### src/rtl/tc_pkg.sv
// Shared constants for the temperature-control loop: sequencer state encodings
// and the default level width used by the AD front end, the cores and the DA/PWM output.
package tc_pkg;

    localparam int unsigned LEVEL_W_DEF = 8;
    localparam int unsigned STATE_W     = 3;

    localparam logic [STATE_W-1:0] ST_IDLE      = 3'd0;
    localparam logic [STATE_W-1:0] ST_AD_REQ    = 3'd1;
    localparam logic [STATE_W-1:0] ST_AD_WAIT   = 3'd2;
    localparam logic [STATE_W-1:0] ST_CORE_REQ  = 3'd3;
    localparam logic [STATE_W-1:0] ST_CORE_WAIT = 3'd4;
    localparam logic [STATE_W-1:0] ST_DA_REQ    = 3'd5;
    localparam logic [STATE_W-1:0] ST_DA_WAIT   = 3'd6;

    typedef enum logic [STATE_W-1:0] {
        S_IDLE      = ST_IDLE,
        S_AD_REQ    = ST_AD_REQ,
        S_AD_WAIT   = ST_AD_WAIT,
        S_CORE_REQ  = ST_CORE_REQ,
        S_CORE_WAIT = ST_CORE_WAIT,
        S_DA_REQ    = ST_DA_REQ,
        S_DA_WAIT   = ST_DA_WAIT
    } loop_state_e;

    function automatic logic is_wait(input loop_state_e s);
        return (s == S_AD_WAIT) || (s == S_CORE_WAIT) || (s == S_DA_WAIT);
    endfunction

endpackage

### src/rtl/loop_period_timer.sv
// Sample-period counter: counts 0..PERIOD-1 while enabled and flags the last count
// with a registered tick; held at 0 while disabled, restarted to 0 on request.
module loop_period_timer #(
    parameter int unsigned PERIOD = 1000
) (
    input  logic clk_i,
    input  logic rst_i,
    input  logic enable_i,
    input  logic restart_i,
    output logic tick_o
);

    localparam int unsigned CNT_W = (PERIOD > 1) ? $clog2(PERIOD) : 1;
    localparam logic [CNT_W-1:0] LAST = CNT_W'(PERIOD - 1);

    logic [CNT_W-1:0] cnt_q, cnt_d;
    logic             tick_q;

    always_comb begin
        cnt_d = cnt_q + CNT_W'(1);
        if (!enable_i || restart_i || (cnt_q == LAST)) begin
            cnt_d = '0;
        end
    end

    // tick_q is high exactly in the cycles where the count sits at PERIOD-1
    always_ff @(posedge clk_i or posedge rst_i) begin
        if (rst_i) begin
            cnt_q  <= '0;
            tick_q <= 1'b0;
        end else begin
            cnt_q  <= cnt_d;
            tick_q <= (cnt_d == LAST);
        end
    end

    assign tick_o = tick_q;

endmodule

### src/rtl/control_loop_sequencer.sv
// Sequences one AD -> core step -> DA update per sample period and owns the held output level.
// Optional wait-state timeout guarded by `LOOP_TIMEOUT_EN (adds TIMEOUT parameter and fault flag).
module control_loop_sequencer
    import tc_pkg::*;
#(
    parameter int unsigned PERIOD  = 1000,
`ifdef LOOP_TIMEOUT_EN
    parameter int unsigned TIMEOUT = 255,
`endif
    parameter int unsigned LEVEL_W = LEVEL_W_DEF
) (
    input  logic               clk_i,
    input  logic               rst_i,
    input  logic               enable_i,
    input  logic               dest_changed_i,
    output logic               ad_start_o,
    input  logic               ad_done_i,
    input  logic [LEVEL_W-1:0] ad_level_i,
    output logic [LEVEL_W-1:0] sample_o,
    output logic               core_step_o,
    input  logic               core_valid_i,
    input  logic [LEVEL_W-1:0] core_level_i,
    output logic               core_clear_o,
    output logic               da_start_o,
    input  logic               da_done_i,
    output logic [LEVEL_W-1:0] da_level_o,
    output logic               busy_o,
    output logic               overrun_o,
    output logic               fault_o
);

    loop_state_e        state_q, state_d;
    logic [LEVEL_W-1:0] sample_q, sample_d;
    logic [LEVEL_W-1:0] da_level_q, da_level_d;
    logic               overrun_q, overrun_d;
    logic               fault_q, fault_d;
    logic               ad_start_q, core_step_q, da_start_q, core_clear_q, busy_q;
    logic               clear_d;
    logic               tick;
    logic               restart;
    logic               timeout_c;

    assign restart = enable_i && dest_changed_i;

    loop_period_timer #(
        .PERIOD(PERIOD)
    ) u_timer (
        .clk_i    (clk_i),
        .rst_i    (rst_i),
        .enable_i (enable_i),
        .restart_i(restart),
        .tick_o   (tick)
    );

`ifdef LOOP_TIMEOUT_EN
    localparam int unsigned TO_W = $clog2(TIMEOUT + 1);

    logic [TO_W-1:0] wait_cnt_q, wait_cnt_d;
    logic            awaited;

    // Wait counter restarts on every state change, so each wait state gets a fresh budget
    always_comb begin
        awaited = 1'b0;
        case (state_q)
            S_AD_WAIT:   awaited = ad_done_i;
            S_CORE_WAIT: awaited = core_valid_i;
            S_DA_WAIT:   awaited = da_done_i;
            default:     awaited = 1'b0;
        endcase
        timeout_c  = is_wait(state_q) && (wait_cnt_q == TO_W'(TIMEOUT - 1)) && !awaited;
        wait_cnt_d = wait_cnt_q;
        if (state_d != state_q) begin
            wait_cnt_d = '0;
        end else if (is_wait(state_q)) begin
            wait_cnt_d = wait_cnt_q + TO_W'(1);
        end
    end

    always_ff @(posedge clk_i or posedge rst_i) begin
        if (rst_i) begin
            wait_cnt_q <= '0;
        end else begin
            wait_cnt_q <= wait_cnt_d;
        end
    end
`else
    assign timeout_c = 1'b0;
`endif

    // Next state: disable beats setpoint change beats timeout beats normal flow
    always_comb begin
        state_d    = state_q;
        sample_d   = sample_q;
        da_level_d = da_level_q;
        overrun_d  = overrun_q;
        fault_d    = fault_q;
        clear_d    = 1'b0;

        if (!enable_i) begin
            state_d    = S_IDLE;
            da_level_d = '0;
            overrun_d  = 1'b0;
            fault_d    = 1'b0;
        end else if (dest_changed_i) begin
            state_d = S_IDLE;
            clear_d = 1'b1;
        end else if (timeout_c) begin
            state_d    = S_IDLE;
            fault_d    = 1'b1;
            da_level_d = '0;
        end else begin
            if (tick && (state_q != S_IDLE)) begin
                overrun_d = 1'b1;
            end
            case (state_q)
                S_IDLE:     if (tick) state_d = S_AD_REQ;
                S_AD_REQ:   state_d = S_AD_WAIT;
                S_AD_WAIT: begin
                    if (ad_done_i) begin
                        state_d  = S_CORE_REQ;
                        sample_d = ad_level_i;
                    end
                end
                S_CORE_REQ: state_d = S_CORE_WAIT;
                S_CORE_WAIT: begin
                    if (core_valid_i) begin
                        state_d    = S_DA_REQ;
                        da_level_d = core_level_i;
                    end
                end
                S_DA_REQ:   state_d = S_DA_WAIT;
                S_DA_WAIT:  if (da_done_i) state_d = S_IDLE;
                default:    state_d = S_IDLE;
            endcase
        end
    end

    // Strobes are decoded from the next state so each one lines up with its REQ state
    always_ff @(posedge clk_i or posedge rst_i) begin
        if (rst_i) begin
            state_q      <= S_IDLE;
            sample_q     <= '0;
            da_level_q   <= '0;
            overrun_q    <= 1'b0;
            fault_q      <= 1'b0;
            ad_start_q   <= 1'b0;
            core_step_q  <= 1'b0;
            da_start_q   <= 1'b0;
            core_clear_q <= 1'b0;
            busy_q       <= 1'b0;
        end else begin
            state_q      <= state_d;
            sample_q     <= sample_d;
            da_level_q   <= da_level_d;
            overrun_q    <= overrun_d;
            fault_q      <= fault_d;
            ad_start_q   <= (state_d == S_AD_REQ);
            core_step_q  <= (state_d == S_CORE_REQ);
            da_start_q   <= (state_d == S_DA_REQ);
            core_clear_q <= clear_d;
            busy_q       <= (state_d != S_IDLE);
        end
    end

    assign ad_start_o   = ad_start_q;
    assign core_step_o  = core_step_q;
    assign da_start_o   = da_start_q;
    assign core_clear_o = core_clear_q;
    assign sample_o     = sample_q;
    assign da_level_o   = da_level_q;
    assign busy_o       = busy_q;
    assign overrun_o    = overrun_q;
    assign fault_o      = fault_q;

endmodule

### config.mk
export PLATFORM = sky130hd
export DESIGN_NAME = control_loop_sequencer
export DESIGN_NICKNAME = d
export VERILOG_FILES = /design/src/rtl/tc_pkg.sv /design/src/rtl/loop_period_timer.sv /design/src/rtl/control_loop_sequencer.sv
export SDC_FILE = /design/constraint.sdc
export NUM_CORES = 1
export LEC_CHECK = 0
export ABC_AREA = 1
export CAP_MARGIN = 20
export CORE_UTILIZATION = 45
export CTS_CLUSTER_SIZE = 10
export DETAILED_ROUTE_END_ITERATION = 7
export DONT_BUFFER_PORTS = 1
export PLACE_DENSITY = 0.61
export SLEW_MARGIN = 30
export SYNTH_ARGS = -nofsm -noshare
export SYNTH_HDL_FRONTEND = slang
export SYNTH_SLANG_ARGS = --single-unit
### constraint.sdc
create_clock -name clk_i -period 3.25 [get_ports clk_i]
set_input_delay 0.4875 -clock clk_i [delete_from_list [all_inputs] [get_ports clk_i]]
set_output_delay 0.4875 -clock clk_i [all_outputs]
set_load 0.01 [all_outputs]
==> flow_summary.ini, run 1 <==
[power]
p_leak_uw = 0.000933
vdd_ir_drop_max_uv = 232
power.total_uw = 712
power_density_mw_per_mm2 = 409

[global_route]
grt_antenna_before_repair = 0
grt_max_degree = 24
track_usage = 0.182
grt_pass1_vias = 1260
grt_pass1_wl_mm = 5.53
grt-ovfl-total = 0

[clock_tree]
clock-sinks = 36
ctsLongestPathBuffers = 2
numCtsBuffers = 5
root_buffer = clkbuf_4
cts_tree = built
postCtsSetupRepairBufs = 0
cts_resized = 0
cts.htree.levels = 2
clock_latency_ns = 0.32
clkTransAtPathRegs_ns = 0.10
cts_hold_buf = 0

[routing]
drt_iter0_drc = 71
drt-total-wl_mm = 3.06
drc = 0
drt-pass1-iter-count = 4
wl_per_cell_um = 12.3
antenna_left = 0
vias_per_cell = 4.98
num_vias = 1236

[run]
timing.max_cap.violations = 0

[sta]
hold_viol_final = 0
finalCritPeriodShare = 0.449
tightest_slew_ns = 0.516
drv_slew = 0
maxSlewHeadroom = 0.656
clock_skew_ns = 0.00648
period_minus_slack_ns = 1.46
fin_setup_tns_ns = 0
max_freq_mhz = 685
setup_viol = 0
rsz0062_at_grt = no

[yosys]
avgSynthCellArea_um2 = 8.35
synth-seq-area-share = 0.553
synth_area_mm2 = 0.00163
ys_ff_latch = 36
synth_nets = 219
ys_types = 22
synth_warnings = 0
syn_inst = 195

[placement]
port_buffers = 0
dp.final_hpwl_mm = 2.40
place_congestion = 0.884

[cells_and_area]
fin_nets = 225
area_delta_synth_final_pct = 6.92
drive_above_1_share = 0.134
n_antenna_cell = 0

[setup_path]
rr_endpoint = u_timer.tick_o
timing.rr.start = u_timer.cnt_q[0]
end_kind = register
rrSetupSlack_ns = 1.79
reg2reg_depth = 10
cp.required_ns = 3.51
path_max_fanout = 8
crit_type = reg2reg
start_kind = register
arrival_ns = 1.72

[min_path]
hold_class = in2async

[floorplanning]
io_pins = 46
rows = 21
die_area_mm2 = 0.00386
start_util = 0.480
design.core.area_mm2 = 0.00339
die_w_um = 62.1
die-height_um = 62.1

[outcome]
outcome = completed
==> placed cells by master (no fill, tap or decap), drive strengths merged <==
master | synthesis | routed
nand3 | 19 | 19
clkbuf | 1 | 8
inv | 23 | 23
dfrtp | 36 | 36
conb | 1 | 1
buf | 1 | 1
o21ai | 2 | 2
o211a | 1 | 1
nand2 | 73 | 73
nor3 | 2 | 2
nor2 | 29 | 29
a21oi | 1 | 1
nand4 | 4 | 4
o2111ai | 1 | 1
ha | 1 | 1
==> routing by layer <==
metal	part of all wire	vias up	global-route usage	wire length (um)
met2	0.49	35	0.297	1500
li1	-	617	-	-
met5	0	-	0	0
met1	0.43	579	0.228	1320
met3	0.061	5	0.0588	186
met4	0.017	0	0.0610	51
==> flip-flops by register name, summed over array words and instances (netlist names) <==
signal and cells:
busy_o 1, da_level_o 8, core_clear_o 1, state_q 3, sample_o 8, u_timer.tick_o 1
ad_start_o 1, u_timer.cnt_q 10, core_step_o 1, overrun_o 1, da_start_o 1
==> where the power goes <==
group / internal, uW / leakage, uW / switching, uW
clock network: 107 / 0.0000326 / 132
registers: 450 / 0.000501 / 2.57
logic: 4.34 / 0.000399 / 16.6
total: 561 / 0.000933 / 151
==> synth_stat cells (all sizes together) <==
| cell type | number | area share |
|---|---|---|
| a21oi | 1 | 0.0031 |
| buf | 1 | 0.0046 |
| clkbuf | 1 | 0.0023 |
| conb | 1 | 0.0023 |
| dfrtp | 36 | 0.55 |
| ha | 1 | 0.0077 |
| inv | 23 | 0.053 |
| nand2 | 73 | 0.18 |
| nand3 | 19 | 0.061 |
| nand4 | 4 | 0.019 |
| nor2 | 29 | 0.090 |
| nor3 | 2 | 0.0061 |
| o2111ai | 1 | 0.0054 |
| o211a | 1 | 0.0061 |
| o21ai | 2 | 0.0061 |
==> final cells by class <==
class	count	area, um2
clock buffers	8	58.8
fillers	329	1650
inverters	23	86.3
multi-input cells	134	629
flip-flops and latches	36	901
well taps	46	57.6
repair buffers	1	7.51
==> critical path, cell delays in order, from the launching register on <==
cell	delay [ns]
dfrtp_1	0.44
ha_1	0.24
nand2_2	0.11
nor2_1	0.06
nand3_2	0.08
nand2_4	0.09
inv_1	0.08
nand2_1	0.06
nor2_2	0.11
inv_2	0.04
nor2_1	0.09
==> worst max-delay path by stage <==
stage | start | endpoint | slack [ns] | cells after the start
floorplan | u_timer.cnt_q[0] | u_timer.tick_o | 1.92 | 10
detailed placement | u_timer.cnt_q[0] | u_timer.tick_o | 1.81 | 10
global route | u_timer.cnt_q[0] | u_timer.tick_o | 1.61 | 10
global placement | u_timer.cnt_q[0] | u_timer.tick_o | 1.87 | 9
CTS | u_timer.cnt_q[0] | u_timer.tick_o | 1.78 | 10
finish | u_timer.cnt_q[0] | u_timer.tick_o | 1.79 | 10
==> cell families after synthesis <==
family / share of synthesized area
other cells: 0.00230
simple gates: 0.356
flops: 0.553
buf+inv: 0.0600
compound gates: 0.0208
fa+ha+maj: 0.00769
==> per-stage QoR <==
stage	cell area [um2]	setup WS [ns]	hold WS [ns]	util	instances
3_5_place_dp	1680	1.81	0.443	0.496	240
4_1_cts	1740	1.78	0.0751	0.513	248
2_1_floorplan	1630	1.92	0.487	-	195
5_1_grt	1740	1.61	0.104	0.513	248
3_3_place_gp	1680	1.87	0.433	0.496	240
6_report	1740	1.79	0.0692	0.513	248
No activity file was read; power rests on OpenSTA's default activity.
==> inputs of run 2 (changes only) <==
Settings changed: PLACE_DENSITY 0.61 to 0.63.
Clock period 3.25 ns to 1.3 ns, I/O delays scaled along.
==> flow_summary.ini, run 2 (synthesized netlist as in run 1, its figures left out) <==
[power]
vdd_ir_drop_max_uv = 660
power_density_mw_per_mm2 = 893
p_sw_uw = 446
p_clk_frac = 0.338
seqPwrFrac = 0.597
p_leak_uw = 0.00110
sw_frac_of_total = 0.235
comb_power_share = 0.065
intPower_uw = 1450

[sta]
fin_setup_tns_ns = -0.0309
setup_slack_ns = -0.0309
timing.hold.ws_ns = 0.0876
setup_viol = 1
rsz0062_at_grt = yes
max_freq_mhz = 751
period_minus_slack_ns = 1.33
hold_viol_final = 0
finalCritPeriodShare = 1.02
clock_skew_ns = 0.0105
drv_slew = 0

[clock_tree]
numCtsBuffers = 5
clock-sinks = 36
clock_latency_ns = 0.35
clkTransAtPathRegs_ns = 0.11
ctsLongestPathBuffers = 2
cts_tree = built
cts.htree.levels = 2
root_buffer = clkbuf_4

[cells_and_area]
n_antenna_cell = 0
layout_commonest_cell = nand2_1
largest_reg_flops = 10
final_cell_mix = nand2_1 (66), dfrtp_1 (35), dlygate4sd3_1 (21)
regMostFlops = u_timer.cnt_q
drive_above_1_share = 0.230
fin_nets = 258
area_delta_synth_final_pct = 30.4
fillers = 285
finish.utilization = 0.626

[routing]
drt-total-wl_mm = 3.81
drt-pass1-iter-count = 4
drt_iter0_drc = 67
vias_per_cell = 5.10
drc = 0
antenna_left = 0
num_vias = 1432
wl_per_cell_um = 13.5

[global_route]
grt_max_degree = 37
grt_antenna_before_repair = 0
track_usage = 0.211
grt_pass1_vias = 1429
grt_pass1_wl_mm = 6.22
grt-ovfl-total = 0

[min_path]
hold_class = in2reg
hold_path_depth = 3
min_to = state_q[0]
hp-start = dest_changed_i

[outcome]
outcome = complete, but fails checks
violations = setup timing

[setup_path]
cp.required_ns = 1.59
rr_endpoint = u_timer.tick_o
timing.rr.start = u_timer.cnt_q[0]
arrival_ns = 1.62
end_kind = register
reg2reg_depth = 8
rrSetupSlack_ns = -0.03
start_kind = register
path_max_fanout = 5
crit_type = reg2reg

[placement]
place_congestion = 0.832
port_buffers = 0
dp.final_hpwl_mm = 2.41
place_ws_ns = -0.0522

[floorplanning]
die-height_um = 62.1
start_util = 0.480
design.core.area_mm2 = 0.00339
die_w_um = 62.1
rows = 21
die_area_mm2 = 0.00386
io_pins = 46

[run]
timing.max_cap.violations = 0
-- run 2: cell count changes in the layout (fill, tap and decap cells not counted), moves of 2 or more --
cell	previous run	this run
buf_4	1	13
dlygate4sd3_1	0	21
nand2_1	68	66
nand3_1	18	16
nand3_2	1	3
nor2_1	20	14
nor2_4	3	8
-- run 2: layer usage --
metal / track usage / vias to the layer above / wire length (um) / part of all wire
li1: - / 683 / - / -
met1: 0.218 / 688 / 1440 / 0.38
met2: 0.387 / 47 / 2060 / 0.54
met3: 0.0551 / 14 / 179 / 0.047
met4: 0.108 / 0 / 123 / 0.032
met5: 0 / - / 0 / 0
-- run 2: cell type report --
cell class | instances | area (um2) | area share
sequential | 36 | 902 | 0.425
multi-input combinational | 134 | 707 | 0.333
timing repair buffer | 34 | 308 | 0.145
inverter | 23 | 86.3 | 0.0407
tap | 46 | 57.6 | 0.0271
clock buffer | 7 | 55.1 | 0.0259
clock inverter | 1 | 7.51 | 0.00354
-- run 2: worst max-delay path, stage by stage, from the launching register on --
cell,delay (ns)
dfrtp_1,0.43
ha_4,0.18
nand2_4,0.10
nor2_2,0.05
nand3_2,0.08
nand2_4,0.08
nor2_2,0.14
nand4_1,0.10
nor2_1,0.10
-- run 2: repair_timing --
item                                    CTS  global route
hold buffers                             20             1
resized for setup                         8            11
endpoints found under the hold margin    54             1
buffers inserted                          3             3
endpoints found under the setup margin   10            22
pin swaps                                 6             6
-- run 2: worst max path at each step --
stage,cells after the start,end,slack (ns),start
floorplan,10,u_timer.tick_o,0.004,u_timer.cnt_q[0]
global placement,10,u_timer.tick_o,0.01,u_timer.cnt_q[1]
detailed placement,10,u_timer.tick_o,-0.05,u_timer.cnt_q[1]
CTS,9,u_timer.tick_o,-0.02,u_timer.cnt_q[1]
global route,9,u_timer.tick_o,-0.12,u_timer.cnt_q[1]
finish,8,u_timer.tick_o,-0.03,u_timer.cnt_q[0]
-- run 2: power groups by stage --
| stage | clock [uW] | combinational [uW] | sequential, uW |
|---|---|---|---|
| after floorplan | 0 | 47.5 | 1150 |
| after global placement | 0 | 60.6 | 1150 |
| after detailed placement | 0 | 61.0 | 1150 |
| after CTS | 657 | 118 | 1130 |
| after global routing | 704 | 135 | 1130 |
| final | 641 | 123 | 1130 |
-- run 2: per-stage QoR --
stage / instance area, um2 / instances / total power, uW
detailed placement: 1730 / 246 / 1210
global route: 2120 / 281 / 1970
floorplan: 1630 / 195 / 1200
finish: 2120 / 281 / 1900
CTS: 2050 / 277 / 1910
global placement: 1730 / 246 / 1210
==> inputs of run 3 (changes only) <==
Settings changed: CORE_UTILIZATION 45 to 50, PLACE_DENSITY 0.63 to 0.69, SYNTH_HIERARCHICAL set to 1.
==> flow_summary.ini, run 3 <==
[cells_and_area]
largest_reg_flops = 10
regMostFlops = u_timer/cnt_q
layout_commonest_cell = nand2_1
area_delta_synth_final_pct = 25.6
finish.utilization = 0.660
n_antenna_cell = 0
drive_above_1_share = 0.215
layoutNonFillerInstCount = 297
fin_nets = 274
final_cell_mix = nand2_1 (62), dfrtp_1 (35), inv_1 (28)

[sta]
finalCritPeriodShare = 1.04
timing.hold.ws_ns = 0.0737
period_minus_slack_ns = 1.36
max_freq_mhz = 737
setup_viol = 2
setup_slack_ns = -0.0569
clock_skew_ns = 0.0180
drv_slew = 0
rsz0062_at_grt = yes
hold_viol_final = 0

[routing]
drc = 0
antenna_left = 0
drt_iter0_drc = 57
wl_per_cell_um = 12.4
vias_per_cell = 4.80
drt-pass1-iter-count = 4
drt-total-wl_mm = 3.68
num_vias = 1427

[floorplanning]
start_util = 0.526
design.core.area_mm2 = 0.00334
die_area_mm2 = 0.00375
die-height_um = 61.2
die_w_um = 61.2
io_pins = 46
rows = 21

[yosys]
synthSimpleGateAreaFrac = 0.346
synth_mux_area_frac = 0
synth_area_mm2 = 0.00175
syn_inst = 216
synth_nets = 240
synth_fa_ha_area_frac = 0.00713
synth_top_family_by_area = simple AND/OR/NAND/NOR gates
synth_top_area_share = 0.514
avgSynthCellArea_um2 = 8.12
async_reset_ff_frac = 1.00
synthTopCellsByCount = nand2_1 (65), dfrtp_1 (36), inv_1 (29)
synth-edff-count = 0
synth-compound-area-share = 0.0300
synth-seq-area-share = 0.514
synth_flop_cell = dfrtp_1
synthTopCellsByArea = dfrtp_1 (51%), nand2_1 (14%), nand3_1 (6.6%)
ys_ff_latch = 36
synth_area_leader_cell = dfrtp_1
synth_warnings = 6
synth.most_common_cell = nand2_1
ys_types = 21
synth-xor-area-share = 0.0200

[setup_path]
path_max_fanout = 4
cp.required_ns = 1.57
end_kind = register
crit_type = reg2reg
reg2reg_depth = 9
start_kind = register
arrival_ns = 1.63

[outcome]
violations = setup timing
outcome = complete, but fails checks

[min_path]
hold_path_depth = 3
hold_class = in2reg

[placement]
dp.final_hpwl_mm = 2.47
place_congestion = 0.862
dp.cells = 265
port_buffers = 0

[global_route]
grt-ovfl-total = 0
grt_antenna_before_repair = 0
grt_pass1_vias = 1253
grt_pass1_wl_mm = 5.35
grt_max_degree = 26
track_usage = 0.201

[power]
vdd_ir_drop_max_uv = 789
power_density_mw_per_mm2 = 881
p_leak_uw = 0.00121

[clock_tree]
ctsLongestPathBuffers = 2
cts_tree = built
clock-sinks = 36
root_buffer = clkbuf_4
cts.htree.levels = 2
clock_latency_ns = 0.35
numCtsBuffers = 5
clkTransAtPathRegs_ns = 0.10

[run]
timing.max_cap.violations = 0
## run 3: cell count changes after synthesis, moves of 2 or more
cell / before / now
inv_1: 19 / 29
nand2_1: 68 / 65
nand2_2: 4 / 6
nand3_1: 18 / 23
nand4_1: 3 / 1
nor3_1: 2 / 0
o21ai_0: 2 / 9
xnor2_1: 0 / 3
## run 3: layout make-up
| type | count | area [um2] |
|---|---|---|
| clock buffers | 7 | 55.1 |
| fillers | 261 | 1130 |
| clock inverters | 1 | 7.51 |
| well taps | 46 | 57.6 |
| flip-flops and latches | 36 | 902 |
| multi-input cells | 144 | 781 |
| inverters | 33 | 124 |
| repair buffers | 30 | 277 |
## run 3: critical path, stage by stage (launching register included)
cell and delay, ns:
dfrtp_1 0.42, ha_4 0.18, nand2_4 0.06, nor2_1 0.09, nand2_1 0.06, nand2_1 0.07
nand2_2 0.07, nor2_4 0.11, nand2_2 0.06, nor3_2 0.16
## run 3: path summary, 6_finish.rpt
kind | start | endpoint | slack (ns)
min reg2reg | sample_o[3] | sample_o[3] | 0.57
max | u_timer/cnt_q[0] | u_timer/tick_o | -0.06
min in group asynchronous | rst_i | u_timer/cnt_q[6] | 0.30
min | da_done_i | state_q[2] | 0.07
max reg2reg | u_timer/cnt_q[0] | u_timer/tick_o | -0.06
max in group asynchronous | rst_i | u_timer/cnt_q[5] | 0.68
## run 3: power breakdown
part | switching (uW) | internal (uW) | total, uW
clock network | 373 | 265 | 638
registers | 12.6 | 1130 | 1140
logic | 83.7 | 77.0 | 161
## run 3: stage by stage
stage	cell area [um2]	worst slack, ns	power, uW	setup TNS, ns
2_1_floorplan	1760	0.0143	1230	0
3_3_place_gp	1840	0.00731	1250	0
3_5_place_dp	1840	-0.0562	1250	-0.0562
4_1_cts	2110	-0.0762	1940	-0.0778
5_1_grt	2200	-0.156	2020	-0.433
6_report	2200	-0.0569	1940	-0.113
## run 3: cell families (layout without fill, tap and decap cells)
group                      count (synthesis)  in the layout
xor gates and xnor gates                   4              4
DFF                                       36             36
buffers and inverters                     36             71
and+or+nand+nor                          128            128
adders and majority gates                  1              1
AOI/OAI and AO/OA                         10             10
other                                      1              1
## run 3: what timing repair did
action	in CTS	in global routing
gates cloned	0	0
pin swaps	6	4
hold endpoints to repair	54	0
buffers inserted	1	4
hold buffers	19	0
gates resized for setup	2	16
setup endpoints to repair	2	15
## run 3: per-layer routing
layer | wire length (um) | global-route usage | vias to the layer above
li1 | - | - | 728
met1 | 1590 | 0.259 | 654
met2 | 1860 | 0.315 | 37
met3 | 150 | 0.0462 | 8
met4 | 76 | 0.107 | 0
met5 | 0 | 0 | -
